## src/rtl/lutram_fifo.sv

```systemverilog
// Synchronous FIFO over a single distributed RAM with an asynchronous read port.
// Optional macro LUTRAM_FIFO_OVERFLOW_CHECK_EN adds a sticky protocol-violation flag (err).

module lutram_1w_1r #(
  parameter int WIDTH = 32,
  parameter int DEPTH = 4
) (
  input  logic                     clk,
  input  logic [$clog2(DEPTH)-1:0] waddr,
  input  logic [$clog2(DEPTH)-1:0] raddr,
  input  logic                     ram_write,
  input  logic [WIDTH-1:0]         new_ram_data,
  output logic [WIDTH-1:0]         ram_data_out
);
  logic [WIDTH-1:0] ram [DEPTH];

  always_ff @(posedge clk) begin
    if (ram_write) ram[waddr] <= new_ram_data;
  end

  assign ram_data_out = ram[raddr];
endmodule

// Handshake: push is taken when the FIFO is not full or a pop is accepted in
// the same cycle; pop is taken only while valid. Untaken requests are dropped.
module lutram_fifo #(
  parameter int DATA_WIDTH = 32,
  parameter int FIFO_DEPTH = 4
) (
  input  logic                          clk,
  input  logic                          rst,
  input  logic                          push,
  input  logic [DATA_WIDTH-1:0]         data_in,
  input  logic                          pop,
  output logic [DATA_WIDTH-1:0]         data_out,
  output logic                          valid,
  output logic                          full,
  output logic [$clog2(FIFO_DEPTH):0]   count,
  output logic                          err
);
  localparam int ADDR_W = $clog2(FIFO_DEPTH);
  localparam int CNT_W  = ADDR_W + 1;

  logic [ADDR_W-1:0] write_index;
  logic [ADDR_W-1:0] read_index;
  logic              push_accepted;
  logic              pop_accepted;

  assign valid = (count != '0);
  assign full  = (count == CNT_W'(FIFO_DEPTH));

  assign push_accepted = push & (~full | pop);
  assign pop_accepted  = pop & valid;

  always_ff @(posedge clk) begin
    if (rst) begin
      write_index <= '0;
      read_index  <= '0;
      count       <= '0;
    end else begin
      write_index <= write_index + ADDR_W'(push_accepted);
      read_index  <= read_index + ADDR_W'(pop_accepted);
      count       <= count + CNT_W'(push_accepted) - CNT_W'(pop_accepted);
    end
  end

  lutram_1w_1r #(
    .WIDTH (DATA_WIDTH),
    .DEPTH (FIFO_DEPTH)
  ) u_ram (
    .clk          (clk),
    .waddr        (write_index),
    .raddr        (read_index),
    .ram_write    (push_accepted),
    .new_ram_data (data_in),
    .ram_data_out (data_out)
  );

`ifdef LUTRAM_FIFO_OVERFLOW_CHECK_EN
  logic violation;
  assign violation = (push & full & ~pop) | (pop & ~valid);

  always_ff @(posedge clk) begin
    if (rst)            err <= 1'b0;
    else if (violation) err <= 1'b1;
  end
`else
  assign err = 1'b0;
`endif
endmodule
```

## config.mk

```make
export PLATFORM = sky130hd
export DESIGN_NAME = lutram_fifo
export DESIGN_NICKNAME = d
export VERILOG_FILES = /design/src/rtl/lutram_fifo.sv
export SDC_FILE = /design/constraint.sdc
export NUM_CORES = 1
export LEC_CHECK = 0
export BUFFER_PORTS_ARGS = -buffer_cell sky130_fd_sc_hd__buf_2
export CORE_ASPECT_RATIO = 1.75
export CORE_MARGIN = 4
export CORE_UTILIZATION = 40
export DETAILED_ROUTE_END_ITERATION = 16
export PLACE_DENSITY = 0.69
export SLEW_MARGIN = 20
export SYNTH_ARGS = -nofsm -noshare
export SYNTH_HDL_FRONTEND = slang
export SYNTH_HIERARCHICAL = 1
export SYNTH_SLANG_ARGS = --single-unit
export TNS_END_PERCENT = 1
```

## constraint.sdc

```tcl
create_clock -name clk -period 3.7 [get_ports clk]
set_input_delay 0.37 -clock clk [delete_from_list [all_inputs] [get_ports clk]]
set_output_delay 0.37 -clock clk [all_outputs]
set_load 0.01 [all_outputs]
```

==> metrics.md <==
| Metric | Value |
|---|---|
| Cell at the slowest stage of the critical path | dfxtp_2 |
| Fin crit period | between 2000 and 3000 ps |
| First-pass GRT wire length | about 13 mm |
| Die ar. | 14500 um^2 |
| Chip Height | roughly 160 um |
| Wirelength per Cell | approximately 18 um |
| DRC viols | 0 |
| TritonCTS buffer count | 17 |
| Synthesis-stage register bit count | approximately 140 |
| GRT overflow | 0 |
| Largest net degree at the start of global routing | 34 |
| CTS resizes | 0 |
| Syn. warnings | 6 |
| CP max stage delay | about 750 ps |
| Final nets | around 330 |
| Top achievable clock speed | ~380 MHz |
| CTS root buffer | clkbuf_16 |
| Drt pass-1 iters | 4 |
| Max-cap violation count | 0 |
| Cells after Synth | around 210 |
| Max Clock Skew | 7.65 ps |
| Buf/Inv on CP | 2 |
| Port Buffers | 72 |
| Wirelength, routed | 8.45 mm |
| Worst endpoint required time | roughly 3300 ps |
| Placed cells | approximately 440 |
| CP delay by family, top | flip-flops |
| Setup crit end kind | output port |
| Starting density of the core | about two fifths |
| # fillers | roughly 1100 |
| Setup crit start kind | register |
| RSZ-0062 raised after global routing | no |
| Share of cells above drive strength 1 | a little under half |
| Clk sinks | approximately 140 |
| Post-DRT Antenna Nets | 0 |
| # setup viols final | 0 |
| Fin. Hold Viols | 0 |
| Period utilization | just over 70% |
| Worst Hold Class | primary input to register |
| GPL Wtd Cong | about 0.67 |
| Count of non-filler cells in the finished layout | about 480 |
| IO Pins | 74 |
| CP Class | register to output port |
| Tot Pwr | 4.62 mW |
| CTS tree | built |
| DR vias/cell | slightly below 5 |
| Cell row count | 54 |
| Worst-path fanout max | 19 |
| Antenna violations before repair | 1 |
| Status | completed |
| Synthesized Nets | 246 |
| Placed cell area | ~5600 um^2 |
| Die Wd | approximately 93 um |
| Area of the multi-input gates | about 960 um^2 |
| Area delta synth->final | 23.1% |
| Vias in the first global route | about 2500 |
| Critical Path AT | approximately 2300 ps |
| Slew headroom | 42.0% |
| Setup TNS | 0 ps |
| Post-CTS Setup Inserts | 0 |
| Lkg Pwr | ~2.1 nW |
| Core area | 12400 um^2 |
| Via count | 2288 |
| Worst hold slack | 182 ps |
| Critical-path cell list | buf_4 > mux4_2 > buf_2 |
| Post-synthesis cell type count | 26 |
| Synthesized area | 5040 um^2 |
| Sequential area share after synthesis | about 79% |
| Finished layout cell area | approximately 6200 um^2 |
| Max clock buf depth | 2 |
| Clk_lat worst skew | 400 ps |
| DRT iter0 DRCs | 131 |
| H-tree levels | 4 |
| Max Transition Viols Final | 0 |
| Dpl hpwl | 5.20 mm |
| Pwr Density | roughly 740 nW/um^2 |
| Total track usage | between 10 and 15% |
| Actual slew at the worst max-slew pin | approximately 870 ps |
| Syn Area/Cell | between 20 and 25 um^2 |
| Max IR drop VDD | around 300 uV |
| Hold_buf cts | 0 |
| Worst-path clk slew | 60 ps |
| Register area | about 4000 um^2 |
## stage by stage
| step | setup slack, ps | util [%] |
|---|---|---|
| global route | 911 | 49.9 |
| global placement | 1430 | 44.7 |
| floorplan | 2.46 | - |
| finish | 1080 | 49.9 |
| CTS | 1000 | 49.9 |
| detailed placement | 1440 | 44.7 |
## synth_stat cells, drive strengths merged
| cell type | number | area share [%] |
|---|---|---|
| edfxtp | 128 | 76 |
| mux4 | 32 | 14 |
| buf | 8 | 1.9 |
| dfxtp | 7 | 2.8 |
| nor2 | 6 | 0.45 |
| inv | 3 | 0.22 |
| nor2b | 3 | 0.37 |
| xnor2 | 3 | 0.52 |
| and3b | 2 | 0.35 |
| ha | 2 | 0.50 |
| xor2 | 2 | 0.35 |
| a31o | 1 | 0.17 |
| and3 | 1 | 0.12 |
| conb | 1 | 0.074 |
| fa | 1 | 0.40 |
| nand2 | 1 | 0.074 |
| nor3b | 1 | 0.15 |
| o21a | 1 | 0.15 |
| o21ai | 1 | 0.099 |
| o311ai | 1 | 0.32 |
| o31ai | 1 | 0.25 |
| or3 | 1 | 0.15 |
## logic make-up (layout without fill, tap and decap cells)
logic type	Yosys count	count (layout)	share of synthesized area, %
mux	32	32	14.4
flops	135	135	79.0
other cells	1	2	0.0744
simple gates	15	15	1.66
fa+ha+maj	3	3	0.893
buf+inv	11	110	2.08
xor+xnor	5	5	0.868
compound gates	5	5	0.992
## flip-flops by register name, indices dropped and copies added (netlist names)
name,count
u_ram/ram,128
write_index,2
count,3
read_index,2
## layout by cell type (no fill, tap or decap)
master	n
or3_2	1
clkinv_2	1
xor2_1	2
clkbuf_1	1
bufinv_16	5
diode_2	1
nor2_1	6
mux4_1	2
ha_1	2
edfxtp_1	128
clkbuf_16	17
o21a_1	1
o21ai_0	1
nor3b_2	1
buf_2	72
and3b_2	2
o311ai_2	1
o31ai_2	1
dfxtp_2	2
xnor2_1	3
inv_6	3
conb_1	1
inv_1	3
fa_1	1
nor2b_1	3
nand2_1	1
buf_4	3
clkinvlp_4	3
a31o_1	1
clkinv_4	2
dfxtp_1	5
mux4_2	30
and3_2	1
## area by class of cell
class                           count  share of cell area [%]
Antenna cell                        1                  0.0403
Clock buffer                       18                    6.91
Clock inverter                     14                    3.57
Inverter                            3                   0.181
Multi-Input combinational cell     61                    15.5
Sequential cell                   135                    64.2
Tap cell                          168                    3.39
Timing Repair Buffer               75                    6.17
## metal layers
layer / vias up / share of wire [%] / track usage (%)
li1: 1043 / - / -
met1: 1188 / 37 / 13.6
met2: 47 / 58 / 22.1
met3: 10 / 3.4 / 4.14
met4: 0 / 2.1 / 6.36
met5: - / 0 / 0
## final timing paths
check,startpoint,end,slack (ps),cells past startpoint
min reg2reg,write_index[1],write_index[1],580,2
max,read_index[0],data_out[14],1080,3
min,data_in[13],u_ram/ram[2][13],180,1
max reg2reg,count[1],u_ram/ram[2][7],1640,4
## power by group
| group | switching [mW] | internal, mW | total, mW |
|---|---|---|---|
| sequential | 0.130 | 1.83 | 1.96 |
| clock | 0.608 | 1.20 | 1.81 |
| combinational | 0.394 | 0.453 | 0.847 |
| total | 1.13 | 3.49 | 4.62 |
(Power assumes the default switching activity.)
